$ cat src/rtl/program_fetch_controller_pkg.sv
// Shared definitions for the program fetch controller: state encoding and
// program-memory constants.
package program_fetch_controller_pkg;

  typedef enum logic [1:0] {
    StBoot = 2'd0,
    StRun  = 2'd1,
    StDbg  = 2'd2,
    StHalt = 2'd3
  } fetch_state_e;

  localparam logic [31:0] DefaultResetPc = 32'h0040_0000;
  localparam int unsigned WordBytes      = 4;

endpackage

$ cat src/rtl/program_fetch_controller_if.sv
// Core/ROM/debug signal bundle for the program fetch controller.
// The slave modport is the controller; master is the core/ROM/debug side.
interface program_fetch_controller_if #(
  parameter int unsigned DATA_WIDTH = 32
);

  logic                  Stall;
  logic                  Redirect;
  logic [DATA_WIDTH-1:0] RedirectTarget;
  logic [DATA_WIDTH-1:0] MemAddress;
  logic [DATA_WIDTH-1:0] MemInstruction;
  logic [DATA_WIDTH-1:0] PC;
  logic [DATA_WIDTH-1:0] PCPlus4;
  logic [DATA_WIDTH-1:0] Instruction;
  logic                  InstrValid;
  logic                  DbgReq;
  logic [DATA_WIDTH-1:0] DbgAddr;
  logic                  DbgAck;
  logic [DATA_WIDTH-1:0] DbgData;
  logic                  Fault;

  modport slave (
    input  Stall,
    input  Redirect,
    input  RedirectTarget,
    input  MemInstruction,
    input  DbgReq,
    input  DbgAddr,
    output MemAddress,
    output PC,
    output PCPlus4,
    output Instruction,
    output InstrValid,
    output DbgAck,
    output DbgData,
    output Fault
  );

  modport master (
    output Stall,
    output Redirect,
    output RedirectTarget,
    output MemInstruction,
    output DbgReq,
    output DbgAddr,
    input  MemAddress,
    input  PC,
    input  PCPlus4,
    input  Instruction,
    input  InstrValid,
    input  DbgAck,
    input  DbgData,
    input  Fault
  );

endinterface

$ cat src/rtl/fetch_addr_check.sv
// Flags a fetch address that is misaligned or outside the program memory
// window [RESET_PC, RESET_PC + 4*MEMORY_DEPTH).
module fetch_addr_check
  import program_fetch_controller_pkg::*;
#(
  parameter int unsigned           DATA_WIDTH   = 32,
  parameter logic [DATA_WIDTH-1:0] RESET_PC     = DATA_WIDTH'(DefaultResetPc),
  parameter int unsigned           MEMORY_DEPTH = 'h200
) (
  input  logic [DATA_WIDTH-1:0] addr,
  output logic                  bad
);

  // One extra bit so a window reaching the top of the address space still compares correctly.
  localparam logic [DATA_WIDTH:0] Span = (DATA_WIDTH+1)'(MEMORY_DEPTH * WordBytes);

  logic [DATA_WIDTH-1:0] offset;

  always_comb begin
    offset = addr - RESET_PC;
    bad    = (addr[1:0] != 2'b00) || (addr < RESET_PC) || ({1'b0, offset} >= Span);
  end

endmodule

$ cat src/rtl/program_fetch_controller.sv
// Instruction-fetch sequencer: owns the PC, applies stall/redirect, shares the
// ROM port with debug reads and halts fetch on a bad PC.
module program_fetch_controller
  import program_fetch_controller_pkg::*;
#(
  parameter int unsigned           DATA_WIDTH   = 32,
  parameter logic [DATA_WIDTH-1:0] RESET_PC     = DATA_WIDTH'(DefaultResetPc),
  parameter int unsigned           MEMORY_DEPTH = 'h200
) (
  input logic                      clk,
  input logic                      reset,
  program_fetch_controller_if.slave bus
);

  fetch_state_e          state_q, state_d;
  logic                  ret_halt_q, ret_halt_d;
  logic [DATA_WIDTH-1:0] pc_q, pc_d;
  logic [DATA_WIDTH-1:0] dbg_data_q, dbg_data_d;
  logic                  dbg_ack_q, dbg_ack_d;
  logic                  fault_q, fault_d;

  logic [DATA_WIDTH-1:0] pc_plus4;
  logic [DATA_WIDTH-1:0] next_pc;
  logic                  next_bad;
  logic                  pc_bad;
  logic                  instr_valid;
  logic                  grant;

  assign pc_plus4 = pc_q + DATA_WIDTH'(WordBytes);
  assign next_pc  = bus.Redirect ? bus.RedirectTarget : pc_plus4;

  fetch_addr_check #(
    .DATA_WIDTH  (DATA_WIDTH),
    .RESET_PC    (RESET_PC),
    .MEMORY_DEPTH(MEMORY_DEPTH)
  ) u_next_check (
    .addr(next_pc),
    .bad (next_bad)
  );

  // Guards the presented word; the PC register never holds a bad value in RUN.
  fetch_addr_check #(
    .DATA_WIDTH  (DATA_WIDTH),
    .RESET_PC    (RESET_PC),
    .MEMORY_DEPTH(MEMORY_DEPTH)
  ) u_pc_check (
    .addr(pc_q),
    .bad (pc_bad)
  );

  assign grant = ((state_q == StRun) || (state_q == StHalt)) && bus.DbgReq && !dbg_ack_q;

  always_comb begin
    state_d    = state_q;
    ret_halt_d = ret_halt_q;
    pc_d       = pc_q;
    dbg_ack_d  = 1'b0;
    dbg_data_d = dbg_data_q;
    fault_d    = fault_q;

    unique case (state_q)
      StBoot: state_d = StRun;
      StRun: begin
        if (bus.Redirect || !bus.Stall) begin
          if (next_bad) begin
            state_d = StHalt;
            fault_d = 1'b1;
          end else begin
            pc_d = next_pc;
          end
        end
      end
      StDbg: begin
        state_d    = ret_halt_q ? StHalt : StRun;
        dbg_ack_d  = 1'b1;
        dbg_data_d = bus.MemInstruction;
      end
      StHalt: state_d = StHalt;
      default: state_d = StHalt;
    endcase

    // The return bit captures where this edge would have gone, so RUN->HALT
    // coinciding with a grant returns to HALT.
    if (grant) begin
      ret_halt_d = (state_d == StHalt);
      state_d    = StDbg;
    end
  end

  always_ff @(posedge clk or posedge reset) begin
    if (reset) begin
      state_q    <= StBoot;
      ret_halt_q <= 1'b0;
      pc_q       <= RESET_PC;
      dbg_ack_q  <= 1'b0;
      dbg_data_q <= '0;
      fault_q    <= 1'b0;
    end else begin
      state_q    <= state_d;
      ret_halt_q <= ret_halt_d;
      pc_q       <= pc_d;
      dbg_ack_q  <= dbg_ack_d;
      dbg_data_q <= dbg_data_d;
      fault_q    <= fault_d;
    end
  end

  always_comb begin
    instr_valid     = (state_q == StRun) && !pc_bad;
    bus.MemAddress  = (state_q == StDbg) ? bus.DbgAddr : pc_q;
    bus.Instruction = instr_valid ? bus.MemInstruction : '0;
  end

  assign bus.InstrValid = instr_valid;
  assign bus.PC         = pc_q;
  assign bus.PCPlus4    = pc_plus4;
  assign bus.DbgAck     = dbg_ack_q;
  assign bus.DbgData    = dbg_data_q;
  assign bus.Fault      = fault_q;

endmodule

$ cat src/flat_wrapper.sv
// flat-port wrapper written by rule: the top's interface ports become plain ports
module program_fetch_controller_flat import program_fetch_controller_pkg::*;
#(
  parameter int unsigned           DATA_WIDTH   = 32,
  parameter logic [DATA_WIDTH-1:0] RESET_PC     = DATA_WIDTH'(DefaultResetPc),
  parameter int unsigned           MEMORY_DEPTH = 'h200
)
  (clk, reset, bus_Stall, bus_Redirect, bus_RedirectTarget, bus_MemInstruction, bus_DbgReq, bus_DbgAddr, bus_MemAddress, bus_PC, bus_PCPlus4, bus_Instruction, bus_InstrValid, bus_DbgAck, bus_DbgData, bus_Fault);
  program_fetch_controller_if #(.DATA_WIDTH(DATA_WIDTH)) bus_i ();
  input logic clk;
  input logic reset;
  input wire logic [$bits(bus_i.Stall)-1:0] bus_Stall;
  input wire logic [$bits(bus_i.Redirect)-1:0] bus_Redirect;
  input wire logic [$bits(bus_i.RedirectTarget)-1:0] bus_RedirectTarget;
  input wire logic [$bits(bus_i.MemInstruction)-1:0] bus_MemInstruction;
  input wire logic [$bits(bus_i.DbgReq)-1:0] bus_DbgReq;
  input wire logic [$bits(bus_i.DbgAddr)-1:0] bus_DbgAddr;
  output wire logic [$bits(bus_i.MemAddress)-1:0] bus_MemAddress;
  output wire logic [$bits(bus_i.PC)-1:0] bus_PC;
  output wire logic [$bits(bus_i.PCPlus4)-1:0] bus_PCPlus4;
  output wire logic [$bits(bus_i.Instruction)-1:0] bus_Instruction;
  output wire logic [$bits(bus_i.InstrValid)-1:0] bus_InstrValid;
  output wire logic [$bits(bus_i.DbgAck)-1:0] bus_DbgAck;
  output wire logic [$bits(bus_i.DbgData)-1:0] bus_DbgData;
  output wire logic [$bits(bus_i.Fault)-1:0] bus_Fault;
  assign bus_i.Stall = bus_Stall;
  assign bus_i.Redirect = bus_Redirect;
  assign bus_i.RedirectTarget = bus_RedirectTarget;
  assign bus_i.MemInstruction = bus_MemInstruction;
  assign bus_i.DbgReq = bus_DbgReq;
  assign bus_i.DbgAddr = bus_DbgAddr;
  assign bus_MemAddress = bus_i.MemAddress;
  assign bus_PC = bus_i.PC;
  assign bus_PCPlus4 = bus_i.PCPlus4;
  assign bus_Instruction = bus_i.Instruction;
  assign bus_InstrValid = bus_i.InstrValid;
  assign bus_DbgAck = bus_i.DbgAck;
  assign bus_DbgData = bus_i.DbgData;
  assign bus_Fault = bus_i.Fault;
  program_fetch_controller #(.DATA_WIDTH(DATA_WIDTH), .RESET_PC(RESET_PC), .MEMORY_DEPTH(MEMORY_DEPTH)) u_core (.clk(clk), .reset(reset), .bus(bus_i));
endmodule
$ cat config.mk
export PLATFORM = sky130hd
export DESIGN_NAME = program_fetch_controller_flat
export DESIGN_NICKNAME = d
export VERILOG_FILES = /design/src/rtl/program_fetch_controller_pkg.sv /design/src/rtl/program_fetch_controller_if.sv /design/src/rtl/fetch_addr_check.sv /design/src/rtl/program_fetch_controller.sv /design/src/flat_wrapper.sv
export SDC_FILE = /design/constraint.sdc
export NUM_CORES = 1
export LEC_CHECK = 0
export ABC_CLOCK_PERIOD_IN_PS = 4200
export CAP_MARGIN = 20
export CORE_ASPECT_RATIO = 0.8
export CORE_MARGIN = 2
export CORE_UTILIZATION = 38
export DETAILED_ROUTE_END_ITERATION = 10
export MAX_ROUTING_LAYER = met4
export PLACE_DENSITY = 0.82
export RECOVER_POWER = 100
export SLEW_MARGIN = 30
export SYNTH_ARGS = -nofsm -noshare
export SYNTH_HDL_FRONTEND = slang
export SYNTH_SLANG_ARGS = --single-unit
$ cat constraint.sdc
create_clock -name clk -period 4.2 [get_ports clk]
set_input_delay 0.84 -clock clk [delete_from_list [all_inputs] [get_ports clk]]
set_output_delay 0.84 -clock clk [all_outputs]
set_load 0.02 [all_outputs]
# Word-level counts from Yosys, hierarchy flattened
# Cells that the tools add are included.
dict set report totals {
  mem_count 0
  in_bits 101
  romBits 0
  ramBits 0
  ff_bits 69
  out_inout_bits 163
  wordCells 44
  latchBits 0
}
dict set report classes {
  n_bitwise 1
  n_mux 9
  n_reduce_logical 17
  div 0
  n_lt_le_gt_ge 4
  mul 0
  eq_ne 4
  n_addsub 3
  n_shift 0
}
# operator n
set ops {}
lappend ops {{$mux W32} 3}
lappend ops {{$ge A32 B12 Y1 const B} 2}
lappend ops {{$lt A32 B23 Y1 const B} 2}
lappend ops {{$sub A32 B23 Y32 const B} 2}
lappend ops {{$add A32 B3 Y32 const B} 1}
lappend ops {{$mux W2} 4}
lappend ops {{$pmux W2 S4} 1}
lappend ops {{$eq A2 B2 Y1 const B} 3}
lappend ops {{$logic_or A1 B1 Y1} 6}
lappend ops {{$reduce_and A3 Y1} 2}
lappend ops {{$reduce_bool A2 Y1} 2}
lappend ops {{$logic_and A1 B1 Y1} 3}
lappend ops {{$logic_not A1 Y1} 3}
lappend ops {{$eq A2 B1 Y1 const B} 1}
lappend ops {{$logic_not A2 Y1} 1}
lappend ops {{$mux W1} 1}
lappend ops {{$not A1 Y1} 1}

# Longest topological paths before layout
dict set report logic_depth {
  word_depth 9
  depth_mapped 11
  depth_no_buf 9
}

# Modules after synthesis
# From an unflattened synthesis, not the netlist that was laid out.
dict set report unflattened {
  cells_unflattened 687
  hier_area_um2 5235.0
}
# module n_inst cells_each area_per_inst_um2 seq_area_each_um2
set modules_own_cells {}
lappend modules_own_cells {program_fetch_controller 1 661 5047.3 1727.9}
lappend modules_own_cells {fetch_addr_check 2 13 93.8 0.0}

# Worst setup path before layout
# Ideal clock, no wire load.
dict set report synth_path {
  path_kind {reg2reg}
  startpoint {reg u_core.pc_q[3], in the netlist u_core.bus.PC[3]}
  endpoint {reg u_core.pc_q[10], in the netlist u_core.bus.PC[10]}
  stages_incl_launch_ff 11
  path_buffers 1
  t_required_ns 4.072
  t_arrival_ns 3.437
  path_slack_ns 0.636
  setup_ns 0.128
  period_less_slack_ns 3.564
  cell_sequence {dfrtp_1 ha_1 nand3_2 or4_1 buf_2 or4_1 or3b_1 a211oi_2 o2111ai_2 nor2_4 mux2_1}
}
dict set report synth_via {
  elab_chain_len 7
  elab_cells_between_ends 9
  cone_classes {add/sub (2); order compare (2); mux (1); bitwise (1); reduce/logical (3)}
}
# element line_no
set synth_rtl {}
lappend synth_rtl {{from (decl)} program_fetch_controller.sv:17} ;# logic [DATA_WIDTH-1:0] pc_q, pc_d;
lappend synth_rtl {{from (signal assigned)} program_fetch_controller.sv:101} ;# pc_q <= pc_d;
lappend synth_rtl {{$add A32 B3 Y32 *} program_fetch_controller.sv:29} ;# assign pc_plus4 = pc_q + DATA_WIDTH'(WordBytes);
lappend synth_rtl {{$mux W32 *} program_fetch_controller.sv:30} ;# assign next_pc = bus.Redirect ? bus.RedirectTarget : pc_plus4;
lappend synth_rtl {{$sub A32 B23 Y32 or $lt A32 B23 Y1 (tied branches)} {fetch_addr_check.sv:20, fetch_addr_check.sv:21}}
lappend synth_rtl {{$ge A32 B12 Y1 or $logic_or A1 B1 Y1 (tied branches)} fetch_addr_check.sv:21} ;# bad = (addr[1:0] != 2'b00) || (addr < RESET_PC) || ({1'b0, offset} >= Span);
lappend synth_rtl {{$logic_or A1 B1 Y1} fetch_addr_check.sv:21}
lappend synth_rtl {{$not A1 Y1 (no line)} n/a}
lappend synth_rtl {{$reduce_and A3 Y1 (no line)} n/a}
# Mark *: on every way between the ends. The rest lies on a longest branch, timed or not.
# A chain may end at the register's enable or synchronous reset.

# Final worst setup path
dict set report layout_path {
  startpoint {reg u_core.pc_q[2], in the netlist u_core.bus.PC[2]}
  endpoint {out bus_PCPlus4[26]}
}
dict set report layout_via {
  elab_chain_len 1
}
# element line_no
set layout_rtl {}
lappend layout_rtl {{$add A32 B3 Y32} program_fetch_controller.sv:29}
lappend layout_rtl {{to (decl)} flat_wrapper.sv:20} ;# output wire logic [$bits(bus_i.PCPlus4)-1:0] bus_PCPlus4;
# No other way between the ends.

==> results.cfg <==
[die]
io_pins = 264
die_h_um = 99.7
dieWidth_um = 124
start_util_pct = 39.5
fp-row-count = 34
die_area_mm2 = 0.0123
core_mm2 = 0.0110

[clocking]
cts_resized = 0
cts_tree = built
ctsHoldBuffers = 0
root_buffer = clkbuf_16
clkLatencyLatePin_ns = 0.32
cts_sinks = 69
clockBufferDepth = 2
htreeDepth = 3
path_clk_slew_ns = 0.05
post-cts-setup-buffers = 0
cts_buffers = 9

[worst_setup_path]
endpoint_kind = output port
worst-setup-path-type = flop to output port
rr_worst_depth = 10
start_kind = flop
cp.required_ns = 3.36
cp_data_arrival_time_ns = 3.18
worst-path-max-fanout = 10
reg2reg_slack_ns = 0.25

[yosys]
synth_cells = 442
syn_nets = 545
yosys_most_used_dff = dfrtp_1
ys_seq_area_share_pct = 39.7
yosysUniqueCellTypes = 55
synth_area_mm2 = 0.00435
syn_area_per_cell_um2 = 9.85
synth_enable_flop_cells = 0
async_reset_ff_share_pct = 100
ys_seq_elements = 69
ys_warn_count = 0

[power_and_ir_drop]
p_leak_nw = 3.29
peakVddDrop_mv = 0.305
p_per_area_mw_per_mm2 = 348

[sta]
holdWs_ns = 0.495
period_share_pct = 95.7
relSlewSlack_pct = 24.8
setup_violations = 0
fmax_mhz = 249
hold_viol = 0
max_slew.worst_pin.slew_ns = 1.13
rsz0062_at_grt = false
setup_ws_ns = 0.182
clock_skew_ns = 0.00605
report.final.slew_viol_count = 0
post-route-min-period_ns = 4.02
finalSetupTns_ns = 0

[cells_and_area]
drive_above_1_share_pct = 14.0
fill_cells = 872
layout_commonest_cell = dlygate4sd3_1
antenna_cells = 0
fin_nets = 792
final_cells = 838
postLayoutCellArea_mm2 = 0.00736
final_cell_mix = dlygate4sd3_1 (162), clkdlybuf4s50_1 (101), dfrtp_1 (68)
syn_to_final_growth_pct = 69.1

[grt]
grt_util_all_layers_pct = 26.6
antenna_found_initial = 0
grt-busiest-layer = met2
gr-usage-met1_pct = 34.6
first_global_vias = 4451
grt_util_met3_pct = 5.68
gr-total-overflow = 0
grt_max_degree = 49
grt_pass1_wl_um = 24500
met2_usage_pct = 42.8

[job]
drv_cap = 0

[place]
placedInstanceArea_mm2 = 0.00711
pre_cts_slack_ns = 0.411
post-dp-hpwl_um = 12500
numPortBuffers = 263
gp_congestion = 1.01
dp.cells = 822

[hold_path]
hold_class = flop to flop
worstHoldPathCells = 1

[drt]
remaining_drc_errors = 0
vias = 4424
wl_um = 15800
via_per_inst = 5.28
drtIter0Drc = 193
wl_per_cell_um = 18.8
firstDrtPassIters = 4
ant_nets = 0

[run_status]
status = completed
==> layer usage <==
layer  wire [um]  vias to the layer above
met5           0                        -
met4         182                        0
met3        1320                       16
met2        7530                      243
met1        6750                     2102
li1            -                     2063
==> state kept, by name, indices dropped and copies added (netlist names) <==
register,flops
u_core.bus.DbgData,32
u_core.bus.Fault,1
u_core.bus.PC,32
u_core.state_q,2
u_core.bus.DbgAck,1
u_core.ret_halt_q,1
==> cells in the mapped netlist (all sizes together) (2+ instances only) <==
| cell | n | area (um2) |
|---|---|---|
| a211oi | 3 | 27.5 |
| a21oi | 4 | 20.0 |
| a31oi | 4 | 25.0 |
| and2 | 35 | 219 |
| and3 | 3 | 18.8 |
| and4 | 4 | 35.0 |
| buf | 10 | 62.6 |
| clkbuf | 30 | 113 |
| dfrtp | 68 | 1700 |
| ha | 2 | 25.0 |
| inv | 11 | 41.3 |
| mux2 | 64 | 721 |
| mux2i | 7 | 70.1 |
| nand2 | 17 | 63.8 |
| nand2b | 5 | 31.3 |
| nand3 | 12 | 65.1 |
| nand4 | 14 | 93.8 |
| nor2 | 20 | 82.6 |
| nor2b | 23 | 144 |
| nor3 | 8 | 40.0 |
| nor4 | 17 | 106 |
| o2111ai | 3 | 32.5 |
| o21a | 2 | 15.0 |
| o21ai | 15 | 75.1 |
| o31ai | 7 | 52.6 |
| or2 | 3 | 18.8 |
| or4 | 5 | 37.5 |
| xnor2 | 18 | 158 |
| xor2 | 11 | 96.3 |
==> critical path, stage by stage (launching register included) <==
cell and delay [ns]:
dfrtp_1 0.45, ha_1 0.23, nand3_2 0.22, or4_1 0.75, or2_2 0.37, xnor2_1 0.14
dlygate4sd3_1 0.69
==> layout make-up <==
cell class	instances	area [um2]	share of cell area [%]
clock buffer	13	250	3.40
inverter	11	41.3	0.561
timing repair buffer	276	2730	37.1
multi-input combinational	322	2410	32.8
tap	144	180	2.45
sequential	69	1730	23.5
clock inverter	3	15.0	0.204
==> final timing paths <==
check                            startpoint                     end
max                        u_core.bus.PC[2]         bus_PCPlus4[26]
min                        u_core.bus.Fault        u_core.bus.Fault
max reg2reg                u_core.bus.PC[2]       u_core.bus.PC[19]
min reg2reg                u_core.bus.Fault        u_core.bus.Fault
max in group asynchronous             reset       u_core.bus.PC[25]
min in group asynchronous             reset  u_core.bus.DbgData[18]
==> per-stage QoR <==
step	total power (W)	utilization (%)
after floorplan	0.00143	-
after global placement	0.00197	64.5
after detailed placement	0.00200	64.5
after CTS	0.00267	66.9
after global routing	0.00269	66.8
final	0.00256	66.8
==> cells by family after synthesis <==
| family | after synthesis | share of synthesized area, % |
|---|---|---|
| and+or+nand+nor | 170 | 22.7 |
| AOI/OAI and AO/OA | 50 | 8.08 |
| buffers and inverters | 51 | 4.97 |
| xor gates and xnor gates | 29 | 5.84 |
| DFF | 69 | 39.7 |
| adders and majority gates | 2 | 0.575 |
| muxes | 71 | 18.2 |
==> report_power, final <==
part	internal (W)	total (W)	switching [W]	leakage (nW)
Clock	0.000412	0.000666	0.000253	0.133
Combinational	0.000518	0.00100	0.000485	2.32
Sequential	0.000818	0.000892	0.0000747	0.841
Total	0.00175	0.00256	0.000813	3.29
No activity file was read; power rests on OpenSTA's default activity.
